File: config.mk
export PLATFORM = sky130hd
export DESIGN_NAME = rst_conditioner
export DESIGN_NICKNAME = d
export VERILOG_FILES = /design/src/rtl/rst_conditioner.sv
export SDC_FILE = /design/constraint.sdc
export NUM_CORES = 1
export LEC_CHECK = 0
export CORE_ASPECT_RATIO = 0.75
export CORE_UTILIZATION = 60
export DETAILED_ROUTE_END_ITERATION = 10
export GPL_TIMING_DRIVEN = 0
export PLACE_DENSITY = 0.81
export SLEW_MARGIN = 10
export SYNTH_ARGS = -nofsm -noshare
export SYNTH_HDL_FRONTEND = slang
export SYNTH_SLANG_ARGS = --single-unit
export TNS_END_PERCENT = 1
File: constraint.sdc
create_clock -name sys_clk_pad_i -period 4.97 [get_ports sys_clk_pad_i]
set_input_delay 1.2425 -clock sys_clk_pad_i [delete_from_list [all_inputs] [get_ports sys_clk_pad_i]]
set_output_delay 1.2425 -clock sys_clk_pad_i [all_outputs]
set_load 0.1 [all_outputs]
File: src/rtl/rst_conditioner.sv
// -----------------------------------------------------------------------------
// rst_conditioner
//
// Merges every board reset source into one clean active-low reset, rst_n_o,
// which feeds the clock/reset generator (PLL reset and the wb/sdram reset
// shift registers). The raw push-button is synchronised and debounced. A
// software request coming from another clock domain is synchronised and
// edge-detected. Every reset pulse is stretched to a minimum width. The
// cause of the last reset and a saturating count of non-POR resets are
// kept for software.
//
// Ports
//   sys_clk_pad_i  in   1  board clock, the only clock used here
//   rst_n_pad_i    in   1  power-on/config reset, asynchronous, active-low
//   btn_n_i        in   1  raw reset push-button, active-low, asynchronous, bouncy
//   sw_rst_req_i   in   1  software reset request level; a rising edge triggers
//   rst_n_o        out  1  conditioned reset, active-low, registered
//   rst_cause_o    out  2  last cause: 00 power-on, 01 button, 10 software
//   rst_count_o    out  8  non-POR resets since power-on, saturates at 255
// -----------------------------------------------------------------------------
module rst_conditioner #(
   parameter int DEBOUNCE_CYCLES = 50000,
   parameter int PULSE_CYCLES    = 1024,
   parameter int SYNC_STAGES     = 2
) (
   input  logic       sys_clk_pad_i,
   input  logic       rst_n_pad_i,
   input  logic       btn_n_i,
   input  logic       sw_rst_req_i,
   output logic       rst_n_o,
   output logic [1:0] rst_cause_o,
   output logic [7:0] rst_count_o
);

   localparam int DB_W   = $clog2(DEBOUNCE_CYCLES);
   localparam int HOLD_W = $clog2(PULSE_CYCLES);

   localparam logic [DB_W-1:0]   DB_LAST   = DB_W'(DEBOUNCE_CYCLES - 1);
   localparam logic [HOLD_W-1:0] HOLD_LAST = HOLD_W'(PULSE_CYCLES - 1);

   localparam logic [1:0] CAUSE_POR = 2'b00;
   localparam logic [1:0] CAUSE_BTN = 2'b01;
   localparam logic [1:0] CAUSE_SW  = 2'b10;

   typedef enum logic [0:0] {
      ST_HOLD = 1'b0,
      ST_RUN  = 1'b1
   } state_t;

   logic [SYNC_STAGES-1:0] btn_sync_r;
   logic [SYNC_STAGES-1:0] sw_sync_r;
   logic                   btn_sync_s;
   logic                   sw_sync_s;
   logic                   btn_db_r;
   logic [DB_W-1:0]        db_cnt_r;
   logic                   sw_q_r;
   logic                   sw_edge_s;
   state_t                 state_r;
   logic [HOLD_W-1:0]      hold_cnt_r;

   // Increment a reset counter, stopping at all-ones.
   function automatic logic [7:0] sat_inc8(input logic [7:0] val);
      logic [7:0] res;
      if (val == 8'hFF) begin
         res = val;
      end else begin
         res = val + 8'd1;
      end
      return res;
   endfunction

   assign btn_sync_s = btn_sync_r[SYNC_STAGES-1];
   assign sw_sync_s  = sw_sync_r[SYNC_STAGES-1];
   // Only the first cycle of a high request level counts.
   assign sw_edge_s  = sw_sync_s & ~sw_q_r;

   // Synchronisers for button (idle high) and software request (idle low).
   always_ff @(posedge sys_clk_pad_i or negedge rst_n_pad_i) begin
      if (!rst_n_pad_i) begin
         btn_sync_r <= {SYNC_STAGES{1'b1}};
         sw_sync_r  <= {SYNC_STAGES{1'b0}};
      end else begin
         btn_sync_r <= {btn_sync_r[SYNC_STAGES-2:0], btn_n_i};
         sw_sync_r  <= {sw_sync_r[SYNC_STAGES-2:0], sw_rst_req_i};
      end
   end

   // Debouncer: accept a new button level only after it has differed for
   // DEBOUNCE_CYCLES consecutive cycles; any agreement restarts the count.
   always_ff @(posedge sys_clk_pad_i or negedge rst_n_pad_i) begin
      if (!rst_n_pad_i) begin
         btn_db_r <= 1'b1;
         db_cnt_r <= '0;
      end else if (btn_sync_s == btn_db_r) begin
         db_cnt_r <= '0;
      end else if (db_cnt_r == DB_LAST) begin
         btn_db_r <= btn_sync_s;
         db_cnt_r <= '0;
      end else begin
         db_cnt_r <= db_cnt_r + DB_W'(1);
      end
   end

   // Delayed copy of the synchronised request for edge detection.
   always_ff @(posedge sys_clk_pad_i or negedge rst_n_pad_i) begin
      if (!rst_n_pad_i) begin
         sw_q_r <= 1'b0;
      end else begin
         sw_q_r <= sw_sync_s;
      end
   end

   // Reset FSM. rst_n_o always carries the value of the state being entered,
   // so it changes on the same edge as the state and the cause/count fields.
   always_ff @(posedge sys_clk_pad_i or negedge rst_n_pad_i) begin
      if (!rst_n_pad_i) begin
         state_r     <= ST_HOLD;
         hold_cnt_r  <= '0;
         rst_n_o     <= 1'b0;
         rst_cause_o <= CAUSE_POR;
         rst_count_o <= 8'd0;
      end else begin
         case (state_r)
            ST_HOLD: begin
               // Minimum width reached; a button still held keeps us here
               // until its debounced release.
               if ((hold_cnt_r == HOLD_LAST) && btn_db_r) begin
                  state_r <= ST_RUN;
                  rst_n_o <= 1'b1;
               end else begin
                  if (hold_cnt_r != HOLD_LAST) begin
                     hold_cnt_r <= hold_cnt_r + HOLD_W'(1);
                  end else begin
                     hold_cnt_r <= hold_cnt_r;
                  end
                  rst_n_o <= 1'b0;
               end
            end
            ST_RUN: begin
               // Button has priority over a simultaneous software edge.
               if (!btn_db_r) begin
                  state_r     <= ST_HOLD;
                  hold_cnt_r  <= '0;
                  rst_n_o     <= 1'b0;
                  rst_cause_o <= CAUSE_BTN;
                  rst_count_o <= sat_inc8(rst_count_o);
               end else if (sw_edge_s) begin
                  state_r     <= ST_HOLD;
                  hold_cnt_r  <= '0;
                  rst_n_o     <= 1'b0;
                  rst_cause_o <= CAUSE_SW;
                  rst_count_o <= sat_inc8(rst_count_o);
               end else begin
                  rst_n_o <= 1'b1;
               end
            end
            default: begin
               state_r    <= ST_HOLD;
               hold_cnt_r <= '0;
               rst_n_o    <= 1'b0;
            end
         endcase
      end
   end

endmodule

==> results of run 1 <==
[flip-flops by register name, summed over array words and instances (netlist names)]
register / cells
btn_db_r: 1
db_cnt_r: 16
rst_cause_o: 2
sw_sync_r: 2
rst_count_o: 8
btn_sync_r: 2
state_r: 1
sw_q_r: 1
hold_cnt_r: 10
[layer usage]
| metal | track usage | part of all wire |
|---|---|---|
| met1 | 0.3569 | 0.51 |
| met5 | 0 | 0 |
| met4 | 0.09184 | 0.0077 |
| met3 | 0.05769 | 0.040 |
| met2 | 0.3722 | 0.44 |
[final cells by class]
type / count / area (um^2)
flip-flops and latches: 43 / 1080
multi-input cells: 145 / 912.1
fillers: 207 / 739.5
repair buffers: 15 / 155.1
clock buffers: 7 / 96.34
well taps: 38 / 47.55
plain buffers: 7 / 35.03
inverters: 3 / 11.26
clock inverters: 1 / 7.507
[final timing paths]
kind	end	depth (start not counted)	slack, ns	from
min in group asynchronous	db_cnt_r[2]$_DFF_PN0_	1	0.81	rst_n_pad_i
hold / removal	sw_sync_r[1]$_DFF_PN0_	0	0.37	sw_sync_r[0]$_DFF_PN0_
hold reg to reg	sw_sync_r[1]$_DFF_PN0_	0	0.37	sw_sync_r[0]$_DFF_PN0_
setup reg to reg	db_cnt_r[10]$_DFF_PN0_	5	3.09	db_cnt_r[4]$_DFF_PN0_
setup / recovery	rst_n_o	1	1.81	state_r$_DFF_PN0_
max in group asynchronous	btn_db_r$_DFFE_PN1P_	2	3.65	rst_n_pad_i
[report_power, final]
part           switching, W  internal, W   total, W
registers        0.00000294     0.000354   0.000357
logic             0.0000112   0.00000586  0.0000170
clock network      0.000117     0.000126   0.000243
total              0.000131     0.000486   0.000617
[logic make-up (layout without fill, tap and decap cells)]
kind of cell             Yosys count  after routing  share of synthesized area
AO/OA/AOI/OAI                     15             15                    0.05218
XOR/XNOR                          20             20                    0.08594
adder cells (fa/ha/maj)            3              3                    0.01842
buffers and inverters             10             33                    0.02272
flip-flops                        43             43                     0.5298
multiplexers                       7              7                    0.03744
AND/OR/NAND/NOR                  100            100                     0.2535
[layout by cell type (no fill, tap or decap), drive strengths merged, types with 2 or more instances in the layout]
master	n
a21oi	4
and2	2
and3	3
buf	7
clkbuf	9
clkdlybuf4s50	13
dfrtp	40
dfstp	3
ha	3
inv	3
mux2	5
mux2i	2
nand2	15
nand2b	3
nand3	16
nand3b	3
nand4	9
nor2	25
nor3	9
nor4	7
o21ai	3
o31ai	2
or3	2
or4	2
xnor2	14
xor2	6
[metrics by stage]
stage	cells	instance area [um^2]
final	259	2345
after floorplan	198	2038
after CTS	259	2345
after global routing	259	2345
after global placement	250	2226
after detailed placement	251	2241
==> results.toml, run 1 <==
[timing]
finalMaxSlewViolations = 0
final_hold_viol_count = 0
tns_ns = 0
tightest_slew_ns = 0.9700
min_period_ns = 3.157
maxSlewHeadroom = 0.3513
skew_ns = 0.002760
rsz0062_at_grt = "no"
setup_viol = 0
holdWs_ns = 0.3677
fin_ws_ns = 1.813
period_share = 0.6352
fmax_ghz = 0.3167

[clocking]
clkSinkCount = 43
cts_tree = "yes"
cts_setup_buffers = 0
clk_pin_slew_worst_paths_ns = 0.08
htree_levels = 2
cts_buffers = 5
clock_latency_ns = 0.29
clock-root-buffer = "clkbuf_8"
cts_max_path_buffers = 2
holdBufCountCts = 0
cts_resized = 0

[logic_synthesis]
synth_edf_count = 0
async_reset_ff_frac = 1.000
synth_area_um2 = 2038
synth.distinct_cells = 37
synth-main-ff-cell = "dfrtp_1"
yosysTopAreaCell = "dfrtp_1"
synth_common_cells = "dfrtp_1, nor2_1, nand3_1"
postSynthAreaPerCell_um2 = 10.29
syn_nets = 205
syn_inst = 198
synth_area_leaders = "dfrtp_1, xnor2_1, nor2_1"
yosysWarnings = 0
synth_most_common_cell = "dfrtp_1"
seq_area_frac_synth = 0.5298
synth.top_cell.area_share = 0.4911
ys_ff_latch = 43

[detailed_routing]
first_pass_iters = 4
vias = 1530
drt_iter0_drc = 123
drc_errors = 0
via_per_inst = 5.907
routedWlPerCell_um = 15.02
postRouteWirelength_um = 3891
postRouteAntennaNets = 0

[floorplanning]
start_util = 0.6609
fp.dieW_um = 69.30
rows = 17
die_h_um = 52.48
core-area_um2 = 3084
dieArea_um2 = 3637
pin_count = 15

[global_route]
grt_pass1_wl_um = 6734
grt_pass1_vias = 1400
grt_antenna_before_repair = 0
grt_usage = 0.2485
grt_overflow = 0
grt_max_degree = 34

[critical_path]
crit_family = "buffers and inverters"
critPathCaptureType = "output pin"
critPathLaunchType = "flop"
crit_required_ns = 3.73
path_cells = "clkdlybuf4s50_1"
slowest_delay_ns = 1.17
critPathMaxFanout = 7
crit_buf_inv = 1
slowest_stage = "clkdlybuf4s50_1"
arrival_ns = 1.91
path_class = "reg -> out"

[place]
portBuffers = 14
place_congestion = 0.9092
dp_hpwl_um = 2794
pre_cts_slack_ns = 2.136

[hold_path]
min_path_type = "reg -> reg"

[final_layout]
synthToLayoutAreaGrowth_pct = 15.04
antennaDiodeCount = 0
finalCoreUtilization = 0.7602
layout-drive-gt1-share = 0.1267
nets = 227

[power_and_ir_drop]
vdd_drop_max_mv = 0.2229
powerDensity_nw_per_um2 = 263.2
power_leakage_nw = 0.9747
finalPower_w = 0.0006171

[run]
maxCapViolCount = 0

[status]
status = "complete, no violations"
Note: power is estimated with default switching activity, not from simulation.
==> run 2: changes to the inputs <==
Settings changed: CORE_UTILIZATION 60 to 57, PLACE_DENSITY 0.81 to 0.78.
Clock period 4.97 ns to 3.2 ns, I/O delays scaled along.
==> run 2 against run 1 <==
  * Setup slack got worse by 1.4 ns
  * Die area grew 5.1%
  * Register-to-register slack worse by 1.8 ns
  * Global-route usage down 0.091 points
  * Via count up 3.1%
  * Clock power increased by 79%
  * Utilization is 5.7 points lower
==> results.toml, run 2 (same netlist as run 1, synthesis figures left out) <==
[floorplanning]
dieArea_um2 = 3821
start_util = 0.6074
rows = 18
pin_count = 15
core-area_um2 = 3356
fp.dieW_um = 71.05
die_h_um = 53.79

[clocking]
holdBufCountCts = 0
cts_buffers = 5
clk_pin_slew_worst_paths_ns = 0.08
htree_levels = 2
clkSinkCount = 43
cts_max_path_buffers = 2
cts_tree = "yes"
cts_resized = 0
clock-root-buffer = "clkbuf_8"
cts_setup_buffers = 0
clock_latency_ns = 0.30

[final_layout]
largest_register = "db_cnt_r"
fillerInstances = 238
layout-drive-gt1-share = 0.1267
mostFrequentLayoutCells = "dfrtp_1, nor2_1, nand3_1, nand2_1, xnor2_1"
final_common_cell = "dfrtp_1"
top_regs = "db_cnt_r x16, hold_cnt_r x10, rst_count_o x8"
synthToLayoutAreaGrowth_pct = 15.78
antennaDiodeCount = 0
largest_reg_flops = 16
nets = 227

[timing]
holdWs_ns = 0.3550
maxSlewHeadroom = 0.3509
rsz0062_at_grt = "no"
tightest_slew_ns = 0.9706
skew_ns = 0.004528
fmax_ghz = 0.3651
final_hold_viol_count = 0
period_share = 0.8559
min_period_ns = 2.739
tns_ns = 0
setup_viol = 0
finalMaxSlewViolations = 0

[critical_path]
crit_required_ns = 2.40
slowest_delay_ns = 1.17
critPathLaunchType = "flop"
critPathCaptureType = "output pin"
path_cells = "clkdlybuf4s50_1"
critPathMaxFanout = 7
path_class = "reg -> out"
crit_buf_inv = 1
crit_family = "buffers and inverters"
rrSetupSlack_ns = 1.30
slowest_stage = "clkdlybuf4s50_1"
r2r_cells = 6
cp.depth = 1
arrival_ns = 1.94

[detailed_routing]
drt_iter0_drc = 171
postRouteWirelength_um = 4037
via_per_inst = 6.042
vias = 1577
first_pass_iters = 4
routedWlPerCell_um = 15.47
postRouteAntennaNets = 0
drc_errors = 0

[place]
dp_hpwl_um = 2779
portBuffers = 14
place_congestion = 0.7799

[global_route]
grt_usage = 0.2476
grt_antenna_before_repair = 0
grt_pass1_vias = 1543
grt_overflow = 0
grt_max_degree = 36
grt_pass1_wl_um = 7044

[power_and_ir_drop]
power_leakage_nw = 0.9829
vdd_drop_max_mv = 0.3050
powerDensity_nw_per_um2 = 431.5

[hold_path]
min_path_type = "in -> async"

[run]
maxCapViolCount = 0

[status]
status = "complete, no violations"
==> run 2: cell types whose count changed in the layout (fill, tap and decap cells not counted) <==
cell        before  now
bufinv_16        0    1
clkinvlp_4       1    0
clkbuf_8         7    5
inv_6            0    1
clkinv_4         0    1
==> run 2: metrics by stage <==
| step | setup WS [ns] | instance area (um^2) | util | cells | total power, W |
|---|---|---|---|---|---|
| 3_3_place_gp | 0.3189 | 2228 | 0.6641 | 252 | 0.0005893 |
| 2_1_floorplan | 0.9249 | 2038 | - | 198 | 0.0005732 |
| 5_1_grt | 0.4050 | 2360 | 0.7032 | 261 | 0.001052 |
| 4_1_cts | 0.4626 | 2360 | 0.7032 | 261 | 0.001020 |
| 3_5_place_dp | 0.8044 | 2243 | 0.6685 | 253 | 0.0005936 |
| 6_report | 0.4610 | 2360 | 0.7032 | 261 | 0.001018 |
==> run 2: path summary, 6_finish.rpt <==
check	start	end
max in group asynchronous	rst_n_pad_i	btn_sync_r[0]$_DFF_PN1_
max reg2reg	db_cnt_r[0]$_DFF_PN0_	db_cnt_r[9]$_DFF_PN0_
min	rst_n_pad_i	hold_cnt_r[0]$_DFFE_PN0P_
max	state_r$_DFF_PN0_	rst_n_o
min in group sys_clk_pad_i	btn_sync_r[0]$_DFF_PN1_	btn_sync_r[1]$_DFF_PN1_
min reg2reg	btn_sync_r[0]$_DFF_PN1_	btn_sync_r[1]$_DFF_PN1_
==> run 2: cell type report <==
type / instances / area [um^2] / share of cell area
well taps: 40 / 50.05 / 0.02121
inverters: 3 / 11.26 / 0.004772
clock inverters: 3 / 47.55 / 0.02015
plain buffers: 7 / 35.03 / 0.01485
repair buffers: 15 / 155.1 / 0.06575
clock buffers: 5 / 68.82 / 0.02916
flip-flops and latches: 43 / 1080 / 0.4576
multi-input cells: 145 / 912.1 / 0.3865
==> run 2: report_power, final <==
part           internal, W  switching [W]
Sequential        0.000550     0.00000470
Clock             0.000237       0.000200
Combinational   0.00000931      0.0000178
Total             0.000796       0.000222
==> run 2: per-layer routing <==
metal / up-vias / track usage / routed length, um
met2: 61 / 0.3958 / 1931
met4: 0 / 0.1133 / 55
met5: - / 0 / 0
met3: 9 / 0.05993 / 222
met1: 761 / 0.3280 / 1829
li1: 746 / - / -
==> run 3: changes to the inputs <==
Settings changed: PLACE_DENSITY 0.78 to 0.79, RECOVER_POWER set to 25.
==> run 3 against run 2 <==
  * The flow now finishes with violations (capacitance limit, slew limit)
  * Clock skew grew 0.00082 ns
  * Utilization down 1.0 points
  * Critical path depth stayed put
  * Design area down 1.4%
  * Global-route usage decreased by 0.52 points
  * Critical endpoint unchanged
  * Highest routed layer unchanged
==> results.toml, run 3 (same netlist as run 1, synthesis figures left out) <==
[status]
status = "finished with violations"
violations = "capacitance limit, slew limit"

[timing]
final_hold_viol_count = 0
finalMaxSlewViolations = 36
rsz0062_at_grt = "no"
fmax_ghz = 0.3650
min_period_ns = 2.740
tns_ns = 0
period_share = 0.8563
setup_viol = 0
skew_ns = 0.005352
tightest_slew_ns = 1.779
maxSlewHeadroom = -0.1861

[floorplanning]
pin_count = 15
start_util = 0.6074
rows = 18
fp.dieW_um = 71.05
core-area_um2 = 3356
die_h_um = 53.79
dieArea_um2 = 3821

[detailed_routing]
drt_iter0_drc = 81
drc_errors = 0
routedWlPerCell_um = 15.57
via_per_inst = 5.920
postRouteAntennaNets = 0
first_pass_iters = 4
vias = 1545
postRouteWirelength_um = 4065

[final_layout]
antennaDiodeCount = 0
fillerInstances = 250
final_common_cell = "dfrtp_1"
top_regs = "db_cnt_r x16, hold_cnt_r x10, rst_count_o x8"
largest_register = "db_cnt_r"
finalCoreUtilization = 0.6931
nets = 227
synthToLayoutAreaGrowth_pct = 14.12
largest_reg_flops = 16
mostFrequentLayoutCells = "dfrtp_1, nor2_1, nand3_1, nand2_1, xnor2_1"
layout-drive-gt1-share = 0.1131

[critical_path]
slowest_delay_ns = 1.17
rrSetupSlack_ns = 1.31
cp-startpoint = "state_r$_DFF_PN0_"
path_class = "reg -> out"
slowest_stage = "clkdlybuf4s50_1"
crit_buf_inv = 1
r2r_cells = 6
crit_family = "buffers and inverters"
r2r_end = "db_cnt_r[8]$_DFF_PN0_"
path_cells = "clkdlybuf4s50_1"
critPathLaunchType = "flop"
arrival_ns = 1.94
critPathMaxFanout = 7
r2r-start = "db_cnt_r[0]$_DFF_PN0_"
crit_required_ns = 2.40
critPathCaptureType = "output pin"

[hold_path]
worst_hold_path.endpoint = "sw_sync_r[1]$_DFF_PN0_"
hold_path_depth = 0
min_path_type = "reg -> reg"
hp-start = "sw_sync_r[0]$_DFF_PN0_"

[clocking]
htree_levels = 2
cts_resized = 0
clock_latency_ns = 0.30
clkSinkCount = 43
cts_setup_buffers = 0
clock-root-buffer = "clkbuf_8"
cts_buffers = 5
clk_pin_slew_worst_paths_ns = 0.08
cts_max_path_buffers = 2
cts_tree = "yes"
holdBufCountCts = 0

[global_route]
grt_pass1_vias = 1447
grt_pass1_wl_um = 6851
grt_overflow = 0
grt_max_degree = 36
grt_antenna_before_repair = 0
grt_usage = 0.2424

[place]
place_congestion = 0.7702
dp_hpwl_um = 2796
portBuffers = 14

[run]
maxCapViolCount = 1

[power_and_ir_drop]
powerDensity_nw_per_um2 = 413.7
vdd_drop_max_mv = 0.3124
power_leakage_nw = 0.9647
run 3: metrics by stage:
stage                     cell area, um^2  hold WS [ns]  instances  worst slack [ns]  power [W]
after floorplan                      2038        0.3312        198            0.9249  0.0005732
after global placement               2228        0.3364        252            0.2884  0.0005894
after detailed placement             2243        0.3364        253            0.7904  0.0005934
after CTS                            2344        0.3544        261            0.4577  0.0009698
after global routing                 2326        0.3557        261            0.2057  0.0009947
final                                2326        0.3568        261            0.4600  0.0009622
run 3: where the power goes:
part	internal, W	switching, W	leakage [nW]
Sequential	0.000550	0.00000469	0.566
Clock	0.000197	0.000186	0.0515
Combinational	0.00000682	0.0000174	0.347
Total	0.000754	0.000208	0.965
run 3: worst max path at each step:
stage                                            end  depth (start not counted)
after global routing      rst_count_o[7]$_DFFE_PN0P_                          2
final                                        rst_n_o                          1
after floorplan           rst_count_o[1]$_DFFE_PN0P_                          4
after global placement    rst_count_o[1]$_DFFE_PN0P_                          1
after detailed placement                     rst_n_o                          1
after CTS                                    rst_n_o                          1
run 3: final cells by class:
| cell class | instances | area [um^2] | share of cell area |
|---|---|---|---|
| Tap cell | 40 | 50.05 | 0.02152 |
| Sequential cell | 43 | 1080 | 0.4642 |
| Inverter | 3 | 11.26 | 0.004841 |
| Timing Repair Buffer | 15 | 137.6 | 0.05917 |
| Multi-Input combinational cell | 145 | 912.1 | 0.3921 |
| Clock buffer | 8 | 100.1 | 0.04303 |
| Buffer | 7 | 35.03 | 0.01506 |
run 3: per-layer routing:
layer / track usage / part of all wire / wire length (um) / vias to the layer above
li1: - / - / - / 744
met1: 0.3269 / 0.46 / 1874 / 748
met2: 0.3782 / 0.48 / 1960 / 48
met3: 0.08052 / 0.048 / 196 / 5
met4: 0.07333 / 0.0084 / 34 / 0
met5: 0 / 0 / 0 / -
